### config.mk
export PLATFORM = sky130hd
export DESIGN_NAME = complex_counter_4bit_flat
export DESIGN_NICKNAME = d
export VERILOG_FILES = /design/src/rtl/complex_counter_4bit_if.sv /design/src/rtl/complex_counter_4bit.sv /design/src/flat_wrapper.sv
export SDC_FILE = /design/constraint.sdc
export NUM_CORES = 1
export LEC_CHECK = 0
export CORE_MARGIN = 4
export CORE_UTILIZATION = 40
export CTS_CLUSTER_DIAMETER = 30
export DETAILED_ROUTE_END_ITERATION = 10
export PLACE_DENSITY_LB_ADDON = 0.3
export SKIP_CTS_REPAIR_TIMING = 1
export SKIP_LAST_GASP = 1
export SLEW_MARGIN = 40
export SYNTH_ARGS = -nofsm -noshare
export SYNTH_HDL_FRONTEND = slang
export SYNTH_SLANG_ARGS = --single-unit
### constraint.sdc
create_clock -name clk -period 2.1 [get_ports clk]
set_input_delay 0.42 -clock clk [delete_from_list [all_inputs] [get_ports clk]]
set_output_delay 0.42 -clock clk [all_outputs]
set_load 0.02 [all_outputs]
### src/rtl/complex_counter_4bit_if.sv
// Control/data bundle for complex_counter_4bit: enable and mode in, count (and optional tc) out.
// COMPLEX_COUNTER_TC_EN adds the terminal-count flag to the bundle.
interface complex_counter_4bit_if;
    logic       enable;
    logic [3:0] mode;
    logic [3:0] count;
`ifdef COMPLEX_COUNTER_TC_EN
    logic       tc;

    modport master (output enable, output mode, input count, input tc);
    modport slave  (input enable, input mode, output count, output tc);
`else
    modport master (output enable, output mode, input count);
    modport slave  (input enable, input mode, output count);
`endif
endinterface

### src/rtl/complex_counter_4bit.sv
// 4-bit multi-sequence counter: mode selects one of twelve sequences, enable gates advancing.
// Optional registered terminal-count flag under COMPLEX_COUNTER_TC_EN.
module complex_counter_4bit #(
    parameter logic [3:0] RESET_VALUE = 4'd0
) (
    input  logic                 clk,
    input  logic                 rst,
    complex_counter_4bit_if.slave bus
);

    localparam logic [3:0] MODE_BIN_UP   = 4'd0;
    localparam logic [3:0] MODE_BIN_DN   = 4'd1;
    localparam logic [3:0] MODE_GRAY_UP  = 4'd2;
    localparam logic [3:0] MODE_GRAY_DN  = 4'd3;
    localparam logic [3:0] MODE_BCD_UP   = 4'd4;
    localparam logic [3:0] MODE_BCD_DN   = 4'd5;
    localparam logic [3:0] MODE_EVEN_UP  = 4'd6;
    localparam logic [3:0] MODE_ODD_UP   = 4'd7;
    localparam logic [3:0] MODE_JOHNSON  = 4'd8;
    localparam logic [3:0] MODE_RING     = 4'd9;
    localparam logic [3:0] MODE_MOD12_UP = 4'd10;
    localparam logic [3:0] MODE_MOD12_DN = 4'd11;

    logic [3:0] count_r;
    logic [3:0] next_s;
    logic [3:0] count_d_s;

    function automatic logic [3:0] bin2gray(input logic [3:0] b);
        return b ^ {1'b0, b[3:1]};
    endfunction

    function automatic logic [3:0] gray2bin(input logic [3:0] g);
        logic [3:0] b;
        b[3] = g[3];
        b[2] = b[3] ^ g[2];
        b[1] = b[2] ^ g[1];
        b[0] = b[1] ^ g[0];
        return b;
    endfunction

    function automatic logic is_johnson(input logic [3:0] c);
        logic ok;
        case (c)
            4'b0000, 4'b0001, 4'b0011, 4'b0111,
            4'b1111, 4'b1110, 4'b1100, 4'b1000: ok = 1'b1;
            default:                            ok = 1'b0;
        endcase
        return ok;
    endfunction

    function automatic logic is_onehot(input logic [3:0] c);
        logic ok;
        case (c)
            4'b0001, 4'b0010, 4'b0100, 4'b1000: ok = 1'b1;
            default:                            ok = 1'b0;
        endcase
        return ok;
    endfunction

    // Next value for the selected sequence; illegal states fall back to the mode's start value.
    always_comb begin
        next_s = count_r;
        case (bus.mode)
            MODE_BIN_UP:  next_s = count_r + 4'd1;
            MODE_BIN_DN:  next_s = count_r - 4'd1;
            MODE_GRAY_UP: next_s = bin2gray(gray2bin(count_r) + 4'd1);
            MODE_GRAY_DN: next_s = bin2gray(gray2bin(count_r) - 4'd1);
            MODE_BCD_UP: begin
                if (count_r >= 4'd9) next_s = 4'd0;
                else                 next_s = count_r + 4'd1;
            end
            MODE_BCD_DN: begin
                if ((count_r > 4'd9) || (count_r == 4'd0)) next_s = 4'd9;
                else                                       next_s = count_r - 4'd1;
            end
            // Even/odd wrap falls out of the 4-bit add (14+2 -> 0, 15+2 -> 1).
            MODE_EVEN_UP: begin
                if (count_r[0]) next_s = 4'd0;
                else            next_s = count_r + 4'd2;
            end
            MODE_ODD_UP: begin
                if (count_r[0]) next_s = count_r + 4'd2;
                else            next_s = 4'd1;
            end
            MODE_JOHNSON: begin
                if (is_johnson(count_r)) next_s = {count_r[2:0], ~count_r[3]};
                else                     next_s = 4'b0000;
            end
            MODE_RING: begin
                if (is_onehot(count_r)) next_s = {count_r[2:0], count_r[3]};
                else                    next_s = 4'b0001;
            end
            MODE_MOD12_UP: begin
                if (count_r >= 4'd11) next_s = 4'd0;
                else                  next_s = count_r + 4'd1;
            end
            MODE_MOD12_DN: begin
                if ((count_r > 4'd11) || (count_r == 4'd0)) next_s = 4'd11;
                else                                        next_s = count_r - 4'd1;
            end
            default: next_s = count_r;
        endcase
    end

    // Enable gates the step; reserved modes already hold through next_s.
    always_comb begin
        if (bus.enable == 1'b1) count_d_s = next_s;
        else                    count_d_s = count_r;
    end

    // Counter register with asynchronous reset.
    always_ff @(posedge clk or posedge rst) begin
        if (rst) count_r <= RESET_VALUE;
        else     count_r <= count_d_s;
    end

    assign bus.count = count_r;

`ifdef COMPLEX_COUNTER_TC_EN
    logic tc_r;

    function automatic logic is_last(input logic [3:0] c, input logic [3:0] m);
        logic hit;
        case (m)
            MODE_BIN_UP:   hit = (c == 4'd15);
            MODE_BIN_DN:   hit = (c == 4'd0);
            MODE_GRAY_UP:  hit = (c == 4'b1000);
            MODE_GRAY_DN:  hit = (c == 4'b0000);
            MODE_BCD_UP:   hit = (c == 4'd9);
            MODE_BCD_DN:   hit = (c == 4'd0);
            MODE_EVEN_UP:  hit = (c == 4'd14);
            MODE_ODD_UP:   hit = (c == 4'd15);
            MODE_JOHNSON:  hit = (c == 4'b1000);
            MODE_RING:     hit = (c == 4'b1000);
            MODE_MOD12_UP: hit = (c == 4'd11);
            MODE_MOD12_DN: hit = (c == 4'd0);
            default:       hit = 1'b0;
        endcase
        return hit;
    endfunction

    // Flag follows the value the counter takes on this edge under the mode sampled on this edge.
    always_ff @(posedge clk or posedge rst) begin
        if (rst) tc_r <= 1'b0;
        else     tc_r <= is_last(count_d_s, bus.mode);
    end

    assign bus.tc = tc_r;
`endif

endmodule

### src/flat_wrapper.sv
// flat-port wrapper written by rule: the top's interface ports become plain ports
module complex_counter_4bit_flat 
#(
    parameter logic [3:0] RESET_VALUE = 4'd0
)
  (clk, rst, bus_enable, bus_mode, bus_count);
  complex_counter_4bit_if bus_i ();
  input  logic clk;
  input  logic rst;
  input wire logic [$bits(bus_i.enable)-1:0] bus_enable;
  input wire logic [$bits(bus_i.mode)-1:0] bus_mode;
  output wire logic [$bits(bus_i.count)-1:0] bus_count;
  assign bus_i.enable = bus_enable;
  assign bus_i.mode = bus_mode;
  assign bus_count = bus_i.count;
  complex_counter_4bit #(.RESET_VALUE(RESET_VALUE)) u_core (.clk(clk), .rst(rst), .bus(bus_i));
endmodule
; ---- Word level (Yosys, flattened, before mapping)
; Memories as Yosys holds them, arrays and structs flattened.
; Cells that the tools add are included.
[word_totals]
regBits = 4
romBits = 16
in_bits = 7
output_inout_bits = 4
mem_count = 1
[classes]
n_addsub = 5
order_cmp = 4
n_eq_ne = 15
n_mux = 12
bitwise_logic = 6
reduce_logical = 7
[memory_table]
columns = name, words, width, read_ports, rd_ports_with_merged_regs, wr, line_no
row1 = (no name shown), 16, 1, 1, 0, 0, complex_counter_4bit.sv:43  ; case (c)
[op_table]
columns = operator, n
row1 = one-hot mux 4 bit (12 select lines), 1
row2 = two-way mux 4 bit, 8
row3 = "equality test 4 x 3 -> 1 bit, second input constant", 5
row4 = "equality test 4 bit, second input constant", 5
row5 = "equality test 4 x 2 -> 1 bit, second input constant", 3
row6 = nonzero test 12 bit, 1
row7 = "adder 4 x 1 -> 4 bit, second input constant", 2
row8 = "equality test 4 x 1 -> 1 bit, second input constant", 2
row9 = "greater-or-equal comparator 4 bit, second input constant", 2
row10 = "greater-than comparator 4 bit, second input constant", 2
row11 = zero test 4 bit, 2
row12 = "subtractor 4 x 1 -> 4 bit, second input constant", 2
row13 = XOR 4 x 3 -> 4 bit, 2
row14 = "adder 4 x 2 -> 4 bit, second input constant", 1
row15 = OR reduction 4 bit, 1
row16 = two-way mux 1 bit, 3
row17 = XOR 1 bit, 3
row18 = logical OR 1 bit, 2
row19 = AND reduction 2 bit, 1
row20 = inverter 1 bit, 1

; ---- Depth between registers and ports, before layout
; Gate-level depths: netlist of run 1.
[logic_depth]
ltp_word = 6
ltp_mapped = 9

; ---- Worst setup path before layout of run 1
; Ideal clock, no wire load.
[synth_path]
kind = reg-to-reg
startpoint = reg u_core.count_r[3] (netlist: u_core.bus.count[3])
endpoint = reg u_core.count_r[2] (netlist: u_core.bus.count[2])
setup_time_ns = 0.131
arrival_time_ns = 2.242
setup_slack_ns = -0.273
path_stages_with_launch = 10
n_path_buf = 1
period_less_slack_ns = 2.373
cell_sequence = dfrtp_1 -> clkbuf_8 -> inv_1 -> ha_1 -> ha_1 -> xnor2_1 -> a21boi_0 -> xnor2_1 -> mux2i_1 -> a31oi_1
[synth_via]
elab_chain_cells = 6
[synth_lines]
columns = element, line_no
row1 = "start, declared", complex_counter_4bit.sv:24  ; logic [3:0] count_r;
row2 = "start signal, assigned", complex_counter_4bit.sv:114  ; else count_r <= count_d_s;
row3 = XOR 1 bit (tied with other cells), complex_counter_4bit.sv:35  ; b[2] = b[3] ^ g[2];
row4 = XOR 1 bit / OR reduction 4 bit (equally long branches), "complex_counter_4bit.sv:36, complex_counter_4bit.sv:53"
row5 = XOR 1 bit / two-way mux 1 bit (equally long branches), "complex_counter_4bit.sv:37, complex_counter_4bit.sv:53"
row6 = subtractor 4 x 1 -> 4 bit (tied with other cells), complex_counter_4bit.sv:67  ; MODE_GRAY_DN: next_s = bin2gray(gray2bin(count_r) - 4'd1);
row7 = XOR 4 x 3 -> 4 bit / two-way mux 4 bit (equally long branches), "complex_counter_4bit.sv:29, complex_counter_4bit.sv:90"
row8 = one-hot mux 4 bit (12 select lines) (*), complex_counter_4bit.sv:63  ; case (bus.mode)
; Every way passes the cells marked *; elsewhere a longest branch is shown, timed or not. The select of a mux whose other input is x is not followed.
; A chain may end at the register's enable or synchronous reset.

; ---- Worst setup path in the final report of run 1
[layout_path]
startpoint = reg u_core.count_r[0] (netlist: u_core.bus.count[0])
endpoint = reg u_core.count_r[2] (netlist: u_core.bus.count[2])
[layout_via]
elab_chain_cells = 6
[layout_lines]
columns = element, line_no
row1 = equality test 4 x 1 -> 1 bit (tied with other cells), complex_counter_4bit.sv:53  ; case (c)
row2 = OR reduction 4 bit, complex_counter_4bit.sv:53
row3 = two-way mux 1 bit, complex_counter_4bit.sv:53
row4 = two-way mux 1 bit, complex_counter_4bit.sv:63
row5 = two-way mux 4 bit, complex_counter_4bit.sv:90  ; if (is_onehot(count_r)) next_s = {count_r[2:0], count_r[3]};
row6 = one-hot mux 4 bit (12 select lines) (*), complex_counter_4bit.sv:63
; Marks and branches as above.

==> results of run 1 <==
==> logic make-up (layout without fill, tap and decap cells) <==
family                   count (synthesis)  after routing
AND/OR/NAND/NOR                         59             59
AO/OA/AOI/OAI                           49             49
buffers and inverters                   18             52
adder cells (fa/ha/maj)                 16             16
XOR/XNOR                                 9              9
flip-flops                               4              4
multiplexers                             3              3
==> report_power, final <==
group          switching [mW]  leakage [nW]  internal (mW)  total, mW
registers              0.0322        0.0454          0.111      0.143
logic                   0.815         0.635          0.701       1.52
clock network          0.0435        0.0138         0.0647      0.108
total                   0.891         0.694          0.877       1.77
==> cells in the final DEF (no fill, tap or decap), types with 2 or more instances in the layout <==
master	count
nand4_1	2
and2b_2	2
and2_1	2
mux2i_1	3
a21oi_1	12
or2_2	2
nor3_1	2
nand2_1	13
a211oi_1	5
o221ai_1	2
or3_1	2
nand3_1	9
nand2b_1	2
o22ai_1	2
nor2b_1	3
xnor2_1	6
o21a_1	2
o211ai_1	2
o21ai_0	6
dfrtp_1	2
inv_2	3
a31oi_1	3
a32oi_1	2
nor2_1	9
clkdlybuf4s50_1	6
ha_4	2
dfrtp_2	2
ha_1	14
a21boi_1	2
inv_1	6
a41oi_1	2
or2b_2	2
dlymetal6s2s_1	4
clkbuf_4	3
buf_4	29
==> critical path, stage by stage, from the launching register on <==
cell	delay, ns
dfrtp_1	0.39
inv_1	0.16
ha_1	0.28
buf_4	0.16
nand2b_1	0.07
a32oi_1	0.16
and4_1	0.24
nor4_1	0.34
a31oi_1	0.13
==> metrics by stage <==
step,power [mW],utilization,area (µm²)
3_3_place_gp,1.590,0.5387,1524
6_report,1.767,0.5573,1577
5_1_grt,1.897,0.5573,1577
2_1_floorplan,1.150,-,1254
4_1_cts,1.727,0.5467,1546
3_5_place_dp,1.614,0.5387,1524
==> routing by layer <==
| layer | up-vias | GRT usage |
|---|---|---|
| met3 | 10 | 0.03908 |
| met1 | 639 | 0.2463 |
| met2 | 60 | 0.3307 |
| met4 | 0 | 0.07008 |
| li1 | 656 | - |
| met5 | - | 0 |
==> cells in the mapped netlist (3+ instances only) <==
cell	count
nor2_1	9
a31oi_1	3
a21boi_0	3
nand3_1	9
clkbuf_8	5
ha_1	16
a211oi_1	6
nand2_1	13
xnor2_1	7
inv_1	9
nor2b_1	3
a21oi_1	13
mux2i_1	3
dfrtp_1	4
buf_6	3
o21ai_0	6
==> final cells by class <==
type	count	area (µm²)	share of cell area
repair buffers	40	347.8	0.2206
well taps	31	38.79	0.02460
multi-input cells	136	1031	0.6540
inverters	9	33.78	0.02143
clock buffers	3	22.52	0.01429
flip-flops and latches	4	102.6	0.06508
==> worst paths after layout <==
| check | from | end | slack [ns] |
|---|---|---|---|
| min in group clk | bus_mode[3] | u_core.bus.count[0] | 0.72 |
| max in group asynchronous | rst | u_core.bus.count[2] | 1.59 |
| setup / recovery | u_core.bus.count[0] | u_core.bus.count[2] | 0.03 |
| hold / removal | rst | u_core.bus.count[0] | 0.35 |
| hold reg to reg | u_core.bus.count[1] | u_core.bus.count[1] | 0.78 |
| setup reg to reg | u_core.bus.count[0] | u_core.bus.count[2] | 0.03 |
==> reports/metrics.cfg, run 1 <==
[outcome]
outcome = finished clean

[place]
dp_slack_ns = -0.2725
dp_hpwl_um = 3123
dp_cells = 220
io_buffers = 10
place_congestion = 1.018

[cells_and_area]
fin_nets = 217
stdcell_count = 223
diodes = 0
drive_gt1_frac = 0.2813
area_growth_pct = 29.36
fill_cells = 271
largest_register_ffs = 4

[synthesis]
synth_compound_gate_area_share = 0.2669
syn_avg_cell_area_um2 = 7.713
synth-edff-count = 0
synth_area_leaders = ha_1 16%, dfrtp_1 8.2%, clkbuf_8 5.6%, a21oi_1 5.3%, xnor2_1 5.0%
synth-adder-area-share = 0.1643
synth_ff_type = dfrtp_1
netlist.area_leader.share = 0.1643
synthMuxAreaShare = 0.02464
synth_top_cell_by_area = ha_1
yosys.area_share.simple = 0.2710
synthCells = 158
syn_nets = 181
seq_area_frac_synth = 0.08214
synth_xor_xnor_area_share = 0.07598
synth.distinct_cells = 48
synth_async_sr_flop_share = 1.000
synth_top_family_by_area = simple AND/OR/NAND/NOR gates
synth-seq-cells = 4
ys_warn_count = 0
syn_area_mm2 = 0.001219

[grt]
grt_max_degree = 17
grtUsageTotal = 0.1960
grt_pass1_wl_um = 6189
grt_overflow = 0
antenna_found_initial = 0
grt_pass1_vias = 1263

[clock_network]
clk_path_buf_depth = 2
h-tree-depth = 1
clock_latency_ns = 0.25
cts_sinks = 4
cts_tree = built
cts_buffers = 3
root_buffer = clkbuf_4
clk_pin_slew_ns = 0.04

[critical_path]
critical_path_required_ns = 2.22
crit_fanout = 6
crit_path_end_kind = flip-flop
crit_type = flip-flop to flip-flop
cp.arrival_ns = 2.19
worstRegToRegCells = 8
start_kind = flip-flop

[sta]
setup_viol = 0
drv_slew = 0
worst_pin_slew_ns = 0.3907
fin_setup_tns_ns = 0
slew_headroom = 0.7379
finalCritPeriodShare = 0.9851
final.setup.worst_slack_ns = 0.03125
timing.hold.ws_ns = 0.3499
fin_skew_ns = 0.001172
fmax_mhz = 483.4
period_needed_ns = 2.069
hold_viol_final = 0

[hold_path]
hp-class = primary input to async pin

[power_and_ir_drop]
irDropWorstVdd_uv = 839.2
p_leak_nw = 0.6937
cellPowerDensity_mw_per_mm2 = 1121

[floorplanning]
dieArea_mm2 = 0.003994
rows = 19
start_util = 0.4308
core_mm2 = 0.002829
io_pins = 11
die_w_um = 63.20
die_y_um = 63.20

[drt]
drtIter0Drc = 97
wl_met1_um = 1624
finalWirelength_um = 3872
dr.max_layer_used = met4
met2_length_um = 1862
drc = 0
wire_per_inst_um = 17.36
num_vias = 1365
detail-route-antenna-nets = 0
vias_per_cell = 6.121
first_pass_iters = 4
wl_met3_um = 305

[job]
cap_violations = 0

Power figures use the tool's default switching activity.
==> run 2, diff against run 1 <==
--- a/config.mk
+++ b/config.mk
@@ -5,6 +5,7 @@
 export SDC_FILE = /design/constraint.sdc
 export NUM_CORES = 1
 export LEC_CHECK = 0
+export CAP_MARGIN = 10
 export CORE_MARGIN = 4
 export CORE_UTILIZATION = 40
 export CTS_CLUSTER_DIAMETER = 30
@@ -12,7 +13,8 @@
 export PLACE_DENSITY_LB_ADDON = 0.3
 export SKIP_CTS_REPAIR_TIMING = 1
 export SKIP_LAST_GASP = 1
-export SLEW_MARGIN = 40
+export SLEW_MARGIN = 20
 export SYNTH_ARGS = -nofsm -noshare
 export SYNTH_HDL_FRONTEND = slang
 export SYNTH_SLANG_ARGS = --single-unit
+export TNS_END_PERCENT = 10
==> run 2 against run 1 <==
  * Sequential cell count unchanged
  * Global-route usage unchanged
  * Fmax rose by 0.94%
  * Via count down 0.81%
  * Sequential share of layout area did not move
  * Final cell count unchanged
  * Sequential power about the same
  * Largest cell class unchanged
  * Highest routed layer unchanged
==> reports/metrics.cfg, run 2 (same netlist as run 1, synthesis figures left out) <==
[cells_and_area]
area_growth_pct = 29.36  ; unchanged
layout_common_cells = 29 x buf_4, 14 x ha_1, 13 x nand2_1
fill_cells = 271  ; unchanged
largest_register_ffs = 4  ; unchanged
fin_area_mm2 = 0.001577  ; unchanged
diodes = 0  ; unchanged
layout_commonest_cell = buf_4
fin_nets = 217  ; unchanged
drive_gt1_frac = 0.2760  ; -0.005208
multi_input_area_mm2 = 0.001031  ; unchanged
stdcell_count = 223  ; unchanged
seq_area_um2 = 102.6  ; unchanged

[grt]
antenna_found_initial = 0  ; unchanged
grt_pass1_vias = 1263  ; unchanged
grt_overflow = 0  ; unchanged
grtUsageTotal = 0.1960  ; unchanged
grt_pass1_wl_um = 6189  ; unchanged
grt_max_degree = 17  ; unchanged

[floorplanning]
die_w_um = 63.20  ; unchanged
rows = 19  ; unchanged
core_mm2 = 0.002829  ; unchanged
io_pins = 11  ; unchanged
die_y_um = 63.20  ; unchanged
dieArea_mm2 = 0.003994  ; unchanged
start_util = 0.4308  ; unchanged

[drt]
num_vias = 1354  ; -0.81%
wire_per_inst_um = 17.37  ; about the same
first_pass_iters = 4  ; unchanged
vias_per_cell = 6.072  ; -0.81%
drtIter0Drc = 85  ; -12%
detail-route-antenna-nets = 0  ; unchanged
finalWirelength_um = 3874  ; about the same
drc = 0  ; unchanged

[place]
place_area_mm2 = 0.001524  ; unchanged
place_congestion = 1.018  ; unchanged
dp_hpwl_um = 3123  ; unchanged
dp_cells = 220  ; unchanged
io_buffers = 10  ; unchanged

[sta]
hold_viol_final = 0  ; unchanged
rsz0062_at_grt = true
timing.hold.ws_ns = 0.3500  ; +0.0001330 ns
slew_headroom = 0.7354  ; -0.002570
fin_setup_tns_ns = 0  ; unchanged
fin_skew_ns = 0.0002705  ; -0.0009014 ns
period_needed_ns = 2.050  ; -0.01925 ns
fmax_mhz = 487.9  ; +0.94%
finalCritPeriodShare = 0.9760  ; -0.009165
worst_pin_slew_ns = 0.3946  ; +0.003832 ns
setup_viol = 0  ; unchanged
drv_slew = 0  ; unchanged

[clock_network]
h-tree-depth = 1  ; unchanged
clk_pin_slew_ns = 0.04  ; about the same
cts_sinks = 4  ; unchanged
clock_latency_ns = 0.25  ; about the same
root_buffer = clkbuf_4
cts_tree = built
clk_path_buf_depth = 2  ; unchanged
cts_buffers = 3  ; unchanged

[critical_path]
crit_type = flip-flop to flip-flop
critical_path.startpoint = u_core.bus.count[0]
crit_slowest_cell = dfrtp_1
crit_path_end_kind = flip-flop
reg2reg_from = u_core.bus.count[0]
start_kind = flip-flop
worstRegToRegCells = 7  ; -1
ff2ff_setup_slack_ns = 0.05  ; +0.02 ns
slowest_delay_ns = 0.39  ; about the same
cp_cell_sequence = inv_1 > ha_1 > o21ai_0 > a211oi_1 > o21a_1 > nor4_1 > a31oi_1
path_buf_inv = 1  ; -1
critPathTopFamily = compound AO/OA/AOI/OAI gates
critical_path_required_ns = 2.22  ; about the same
rr_endpoint = u_core.bus.count[2]
crit_fanout = 6  ; unchanged
cp.arrival_ns = 2.17  ; -0.02 ns

[outcome]
outcome = finished clean

[job]
cap_violations = 0  ; unchanged

[power_and_ir_drop]
p_leak_nw = 0.6941  ; about the same
finalPower_mw = 1.767  ; about the same
cellPowerDensity_mw_per_mm2 = 1121  ; about the same
irDropWorstVdd_uv = 840.4  ; +0.14%

[hold_path]
hp-class = primary input to async pin

==> run 2: changes by cell type in the layout (fill, tap and decap cells not counted) <==
cell and change:
inv_2 -1, inv_1 +1
==> run 2: worst max path at each step <==
stage	endpoint	slack, ns	cells past startpoint
2_1_floorplan	u_core.bus.count[2]	0.03	9
3_5_place_dp	u_core.bus.count[1]	-0.27	7
6_report	u_core.bus.count[2]	0.05	7
5_1_grt	u_core.bus.count[2]	-0.03	8
3_3_place_gp	u_core.bus.count[1]	-0.33	7
4_1_cts	u_core.bus.count[3]	-0.04	8
==> run 2: cell type report <==
cell class / count / area share
clock buffer: 3 / 0.01429
inverter: 9 / 0.02143
timing repair buffer: 40 / 0.2206
sequential: 4 / 0.06508
tap: 31 / 0.02460
multi-input combinational: 136 / 0.6540
==> run 2: report_power, final <==
group	switching (mW)	internal [mW]	total, mW
Sequential	0.0313	0.111	0.142
Combinational	0.817	0.700	1.52
Clock	0.0440	0.0648	0.109
==> run 2: per-layer routing <==
layer / vias to the layer above / share of wire / track usage / wire length [µm]
met5: - / 0 / 0 / 0
met3: 10 / 0.078 / 0.03908 / 302
li1: 654 / - / - / -
met4: 0 / 0.020 / 0.07008 / 78
met1: 632 / 0.42 / 0.2463 / 1609
met2: 58 / 0.49 / 0.3307 / 1883
==> run 2: through the flow <==
stage / setup WS, ns / util
floorplan: 0.03229 / -
global placement: -0.3300 / 0.5387
detailed placement: -0.2725 / 0.5387
CTS: -0.03892 / 0.5467
global route: -0.03126 / 0.5573
finish: 0.05049 / 0.5573
